[src/rtl/inst_queue.sv]
// inst_queue: instruction fetch buffer between the I-cache data return and decode.
// Accepts one 2-slot fetch packet per cycle, compacts valid slots into a circular
// queue and presents the two oldest entries to decode.
// Optional feature macro: INST_QUEUE_PERF_EN (adds perf_full_cycles / perf_empty_cycles).
module inst_queue #(
    parameter int unsigned  DEPTH = 16,
    localparam int unsigned PTR_W = $clog2(DEPTH)
) (
    input  logic             clk_g,
    input  logic             rst,
    input  logic             flush,
    input  logic             in_valid,
    output logic             in_ready,
    input  logic [31:0]      in_pc,
    input  logic [63:0]      in_data,
    input  logic [1:0]       in_mask,
    input  logic             in_ex,
    output logic [1:0]       out_valid,
    output logic [31:0]      out_pc0,
    output logic [31:0]      out_pc1,
    output logic [31:0]      out_inst0,
    output logic [31:0]      out_inst1,
    output logic             out_ex0,
    output logic             out_ex1,
    input  logic [1:0]       deq_num,
`ifdef INST_QUEUE_PERF_EN
    output logic [31:0]      perf_full_cycles,
    output logic [31:0]      perf_empty_cycles,
`endif
    output logic [PTR_W:0]   count
);

    // Highest occupancy at which a full 2-slot packet still fits.
    localparam logic [PTR_W:0] READY_MAX = (PTR_W + 1)'(DEPTH - 2);

    logic [31:0]      pc_q   [DEPTH];
    logic [31:0]      inst_q [DEPTH];
    logic             ex_q   [DEPTH];

    logic [PTR_W-1:0] head_q, head_d;
    logic [PTR_W-1:0] tail_q, tail_d;
    logic [PTR_W:0]   count_q, count_d;

    logic             accept;
    logic [1:0]       push_n;
    logic [1:0]       pop_n;
    logic [PTR_W:0]   deq_ext;
    logic [PTR_W-1:0] head_p1;
    logic [PTR_W-1:0] tail_p1;
    logic [31:0]      wr0_pc;
    logic [31:0]      wr0_inst;

    assign in_ready = (count_q <= READY_MAX);
    assign accept   = in_valid && in_ready && !flush;
    assign push_n   = {1'b0, in_mask[0]} + {1'b0, in_mask[1]};
    assign deq_ext  = (PTR_W + 1)'(deq_num);
    // Saturate: when deq_num exceeds occupancy, occupancy is below 3 so its low bits suffice.
    assign pop_n    = (deq_ext <= count_q) ? deq_num : count_q[1:0];

    assign head_p1  = head_q + PTR_W'(1);
    assign tail_p1  = tail_q + PTR_W'(1);

    // The first written slot takes the low word unless only the high word is valid.
    assign wr0_pc   = in_mask[0] ? in_pc : in_pc + 32'd4;
    assign wr0_inst = in_mask[0] ? in_data[31:0] : in_data[63:32];

    // Next-state pointers and occupancy; flush discards push and pop.
    always_comb begin
        head_d  = head_q;
        tail_d  = tail_q;
        count_d = count_q;
        if (flush) begin
            head_d  = '0;
            tail_d  = '0;
            count_d = '0;
        end else begin
            head_d  = head_q + PTR_W'(pop_n);
            if (accept) begin
                tail_d = tail_q + PTR_W'(push_n);
            end
            count_d = count_q + (PTR_W + 1)'(accept ? push_n : 2'd0) - (PTR_W + 1)'(pop_n);
        end
    end

    // Pointer and occupancy registers with synchronous reset.
    always_ff @(posedge clk_g) begin
        if (rst) begin
            head_q  <= '0;
            tail_q  <= '0;
            count_q <= '0;
        end else begin
            head_q  <= head_d;
            tail_q  <= tail_d;
            count_q <= count_d;
        end
    end

    // Entry storage writes; the data array is intentionally left unreset.
    always_ff @(posedge clk_g) begin
        if (accept && !rst) begin
            if (push_n != 2'd0) begin
                pc_q[tail_q]   <= wr0_pc;
                inst_q[tail_q] <= wr0_inst;
                ex_q[tail_q]   <= in_ex;
            end
            if (in_mask == 2'b11) begin
                pc_q[tail_p1]   <= in_pc + 32'd4;
                inst_q[tail_p1] <= in_data[63:32];
                ex_q[tail_p1]   <= in_ex;
            end
        end
    end

    assign out_valid = {count_q >= (PTR_W + 1)'(2), count_q != '0};
    assign out_pc0   = pc_q[head_q];
    assign out_inst0 = inst_q[head_q];
    assign out_ex0   = ex_q[head_q];
    assign out_pc1   = pc_q[head_p1];
    assign out_inst1 = inst_q[head_p1];
    assign out_ex1   = ex_q[head_p1];
    assign count     = count_q;

`ifdef INST_QUEUE_PERF_EN
    logic [31:0] perf_full_q;
    logic [31:0] perf_empty_q;

    // Stall and starvation counters; survive flush, cleared only by reset.
    always_ff @(posedge clk_g) begin
        if (rst) begin
            perf_full_q  <= '0;
            perf_empty_q <= '0;
        end else begin
            if (in_valid && !in_ready) begin
                perf_full_q <= perf_full_q + 32'd1;
            end
            if ((count_q == '0) && !flush) begin
                perf_empty_q <= perf_empty_q + 32'd1;
            end
        end
    end

    assign perf_full_cycles  = perf_full_q;
    assign perf_empty_cycles = perf_empty_q;
`endif

`ifndef SYNTHESIS
    // Decode must never ask for more entries than are present.
    a_deq_within_count: assert property (@(posedge clk_g) disable iff (rst || flush)
        deq_ext <= count_q);
    a_deq_range: assert property (@(posedge clk_g) disable iff (rst)
        deq_num != 2'd3);
`endif

endmodule
[config.mk]
export PLATFORM = sky130hd
export DESIGN_NAME = inst_queue
export DESIGN_NICKNAME = d
export VERILOG_FILES = /design/src/rtl/inst_queue.sv
export SDC_FILE = /design/constraint.sdc
export NUM_CORES = 2
export LEC_CHECK = 0
export CORE_MARGIN = 1.5
export CORE_UTILIZATION = 43
export CTS_CLUSTER_SIZE = 10
export DETAILED_ROUTE_END_ITERATION = 10
export GPL_ROUTABILITY_DRIVEN = 0
export PLACE_DENSITY = 0.7
export SLEW_MARGIN = 20
export SYNTH_ARGS = -nofsm -noshare
export SYNTH_HDL_FRONTEND = slang
export SYNTH_SLANG_ARGS = --single-unit
[constraint.sdc]
create_clock -name clk_g -period 9.5 [get_ports clk_g]
set_input_delay 0.95 -clock clk_g [delete_from_list [all_inputs] [get_ports clk_g]]
set_output_delay 0.95 -clock clk_g [all_outputs]
set_load 0.01 [all_outputs]
==> results.sh <==
export IMPL_status="finished, final reports clean"
export IMPL_slew_headroom=0.2001
export IMPL_fin_util=0.4865
export IMPL_fmax_ghz=0.1560
export IMPL_final_common_cell="edfxtp_1"
export IMPL_grt_max_degree=148
export IMPL_grt_total_usage=0.2825
export IMPL_syn_area_sq_um=62480
export IMPL_crit_fanout=61
export IMPL_postSynthAreaPerCell_sq_um=15.26
export IMPL_drive_above_1_share=0.3454
export IMPL_drt_wl_total_um=211400
export IMPL_power_leakage_nw=20.91
export IMPL_synth_largest_area_cell="edfxtp_1"
export IMPL_avgViaCountPerCell=7.094
export IMPL_area_sequential_sq_um=31510
export IMPL_port_buffers=242
export IMPL_ir_drop_mv=0.2247
export IMPL_cts_buffers=118
export IMPL_cts_setup_buffers=0
export IMPL_die_w_um=384.2
export IMPL_nFillCells=11840
export IMPL_vias=42370
export IMPL_drtAntennaViolNets=0
export IMPL_r2r_slack_ns=4.34
export IMPL_fin_area_sq_um=69980
export IMPL_wl_per_cell_um=35.40
export IMPL_synthCells=4093
export IMPL_crit_type="reg2out"
export IMPL_clk_latency_ns=0.75
export IMPL_die_h_um=384.2
export IMPL_final_cell_mix="edfxtp_1, mux4_2, mux2_2, mux2i_1, clkdlybuf4s50_1"
export IMPL_hold_violations=0
export IMPL_crit_path_top_delay_cell="buf_4"
export IMPL_die_area_sq_um=147600
export IMPL_clockBufferDepth=3
export IMPL_max_cap_violations=0
export IMPL_synth_ff_type="edfxtp_1"
export IMPL_clock_sinks=1053
export IMPL_antenna_found_initial=10
export IMPL_coreArea_sq_um=143800
export IMPL_cpPeakStageDelay_ns=0.87
export IMPL_synth_area_leaders="edfxtp_1, mux4_2, mux2_2, mux2i_1, clkbuf_1"
export IMPL_setup_violations=0
export IMPL_ys_seq_area_frac=0.5040
export IMPL_cts_max_level=3
export IMPL_placed_area_sq_um=66570
export IMPL_ioPinCount=243
export IMPL_drt_initial_drc_count=6149
export IMPL_nets=4157
export IMPL_synth_nets=4222
export IMPL_rows=139
export IMPL_clk_pin_slew_ns=0.06
export IMPL_startpoint_type="flop"
export IMPL_cp_data_required_time_ns=8.55
export IMPL_ys_types=56
export IMPL_post_route_drc_count=0
export IMPL_synth_enable_flop_cells=1040
export IMPL_slew_violations=0
export IMPL_initial_core_util=0.4344
export IMPL_critPathMostFrequentCell="buf_4"
export IMPL_async_reset_ff_frac=0
export IMPL_layout_min_cycle_time_ns=6.408
export IMPL_rsz0062_at_grt="false"
export IMPL_period_share=0.6746
export IMPL_skew_ns=0.04093
export IMPL_critPathCaptureType="output port"
export IMPL_min_path_type="reg2reg"
export IMPL_yosys_warnings=0
export IMPL_multi_input_area_sq_um=29360
export IMPL_worstPathCellList="buf_4 > buf_4 > buf_4 > mux4_2 > mux4_2 > clkdlybuf4s50_1"
export IMPL_synth_seq_cells=1053
export IMPL_tns_ns=0
export IMPL_holdWs_ns=0.6751
export IMPL_cts_tree="done"
export IMPL_syn_to_final_growth_pct=12.01
export IMPL_p_per_area_nw_per_um2=185.2
export IMPL_ctsHoldBuffers=0
export IMPL_dpl_hpwl_um=118700
export IMPL_worst_pin_slew_ns=1.200
export IMPL_post_cts_resized=0
export IMPL_cts_root_buffer="clkbuf_16"
export IMPL_grt_ovfl_total=0
export IMPL_grt_pass1_wl_um=301600
export IMPL_synth_top_cell_area_share=0.4999
export IMPL_grt_pass1_vias=42340
export IMPL_dr_pass1_iters=6
export IMPL_arrival_ns=5.46
==> state kept, by name, summed over array words and instances (netlist names) <==
name / flops
count: 5
head_q: 4
inst_q: 512
pc_q: 512
tail_q: 4
ex_q: 16
==> cell usage after synthesis (6+ instances only) <==
cell type and n:
nand4_1 34, mux2i_1 283, a21oi_1 193, mux4_2 585, nor2_1 158, nand3_1 14
buf_1 95, ha_1 20, nand2_1 81, clkbuf_1 320, buf_6 7, or2_2 6
and2_1 71, nor4_1 8, xor2_1 8, o31ai_1 75, a31oi_1 22, inv_1 15
o21ai_0 8, xnor2_1 40, edfxtp_1 1040, nor3_1 19, dfxtp_1 13, nand2b_1 6
o221ai_1 106, o221ai_2 22, nor2b_1 19, or4_1 13, o211ai_1 114, o21bai_1 11
mux2_2 446, buf_2 122, a211oi_1 67
==> per-layer routing <==
layer | vias up | GRT usage | wire length (um)
met5 | - | 0 | 90
met2 | 3168 | 0.4460 | 99230
met3 | 665 | 0.06296 | 25200
li1 | 16710 | - | -
met4 | 14 | 0.1460 | 11700
met1 | 21810 | 0.3661 | 75180
==> path summary, 6_finish.rpt <==
check / cells past startpoint / endpoint / start
worst max-delay path: 6 / out_pc1[3] / head_q[0]
worst min-delay path: 2 / tail_q[1] / tail_q[1]
worst max register to register: 7 / pc_q[0][9] / count[2]
worst min register to register: 2 / tail_q[1] / tail_q[1]
==> area by class of cell <==
type | instances | area share
Clock buffer | 147 | 0.04481
Inverter | 17 | 0.0009476
Sequential cell | 1053 | 0.4502
Tap cell | 1903 | 0.03403
Clock inverter | 10 | 0.001359
Timing Repair Buffer | 365 | 0.04888
Antenna cell | 4 | 0.0001430
Multi-Input combinational cell | 2473 | 0.4196
==> metrics by stage <==
stage	total power, mW	worst slack (ns)	std cells
after floorplan	7.669	2.392	4093
after detailed placement	8.909	3.804	5809
final	12.96	3.092	5972
after global routing	13.34	2.757	5970
after global placement	8.872	3.894	5809
after CTS	12.97	2.994	5966
==> report_power, final <==
part	total, mW	internal (mW)	switching, mW
Sequential	5.21	5.17	0.0426
Clock	4.12	2.29	1.83
Combinational	3.63	1.82	1.81
Total	13.0	9.28	3.68
==> kinds of logic after synthesis <==
| kind of cell | Yosys count | synth area share |
|---|---|---|
| DFF | 1053 | 0.5040 |
| xor gates and xnor gates | 48 | 0.006729 |
| muxes | 1314 | 0.3366 |
| adders and majority gates | 24 | 0.005287 |
| buffers and inverters | 567 | 0.03767 |
| AOI/OAI and AO/OA | 639 | 0.07374 |
| and+or+nand+nor | 448 | 0.03593 |
==> worst max-delay path: cells and delay by family (launching register included) <==
family | cells | cell delay (ns)
buffers and inverters | 4 | 2.81
multiplexers | 2 | 1.10
flip-flops | 1 | 0.69
Power figures use the tool's default switching activity.
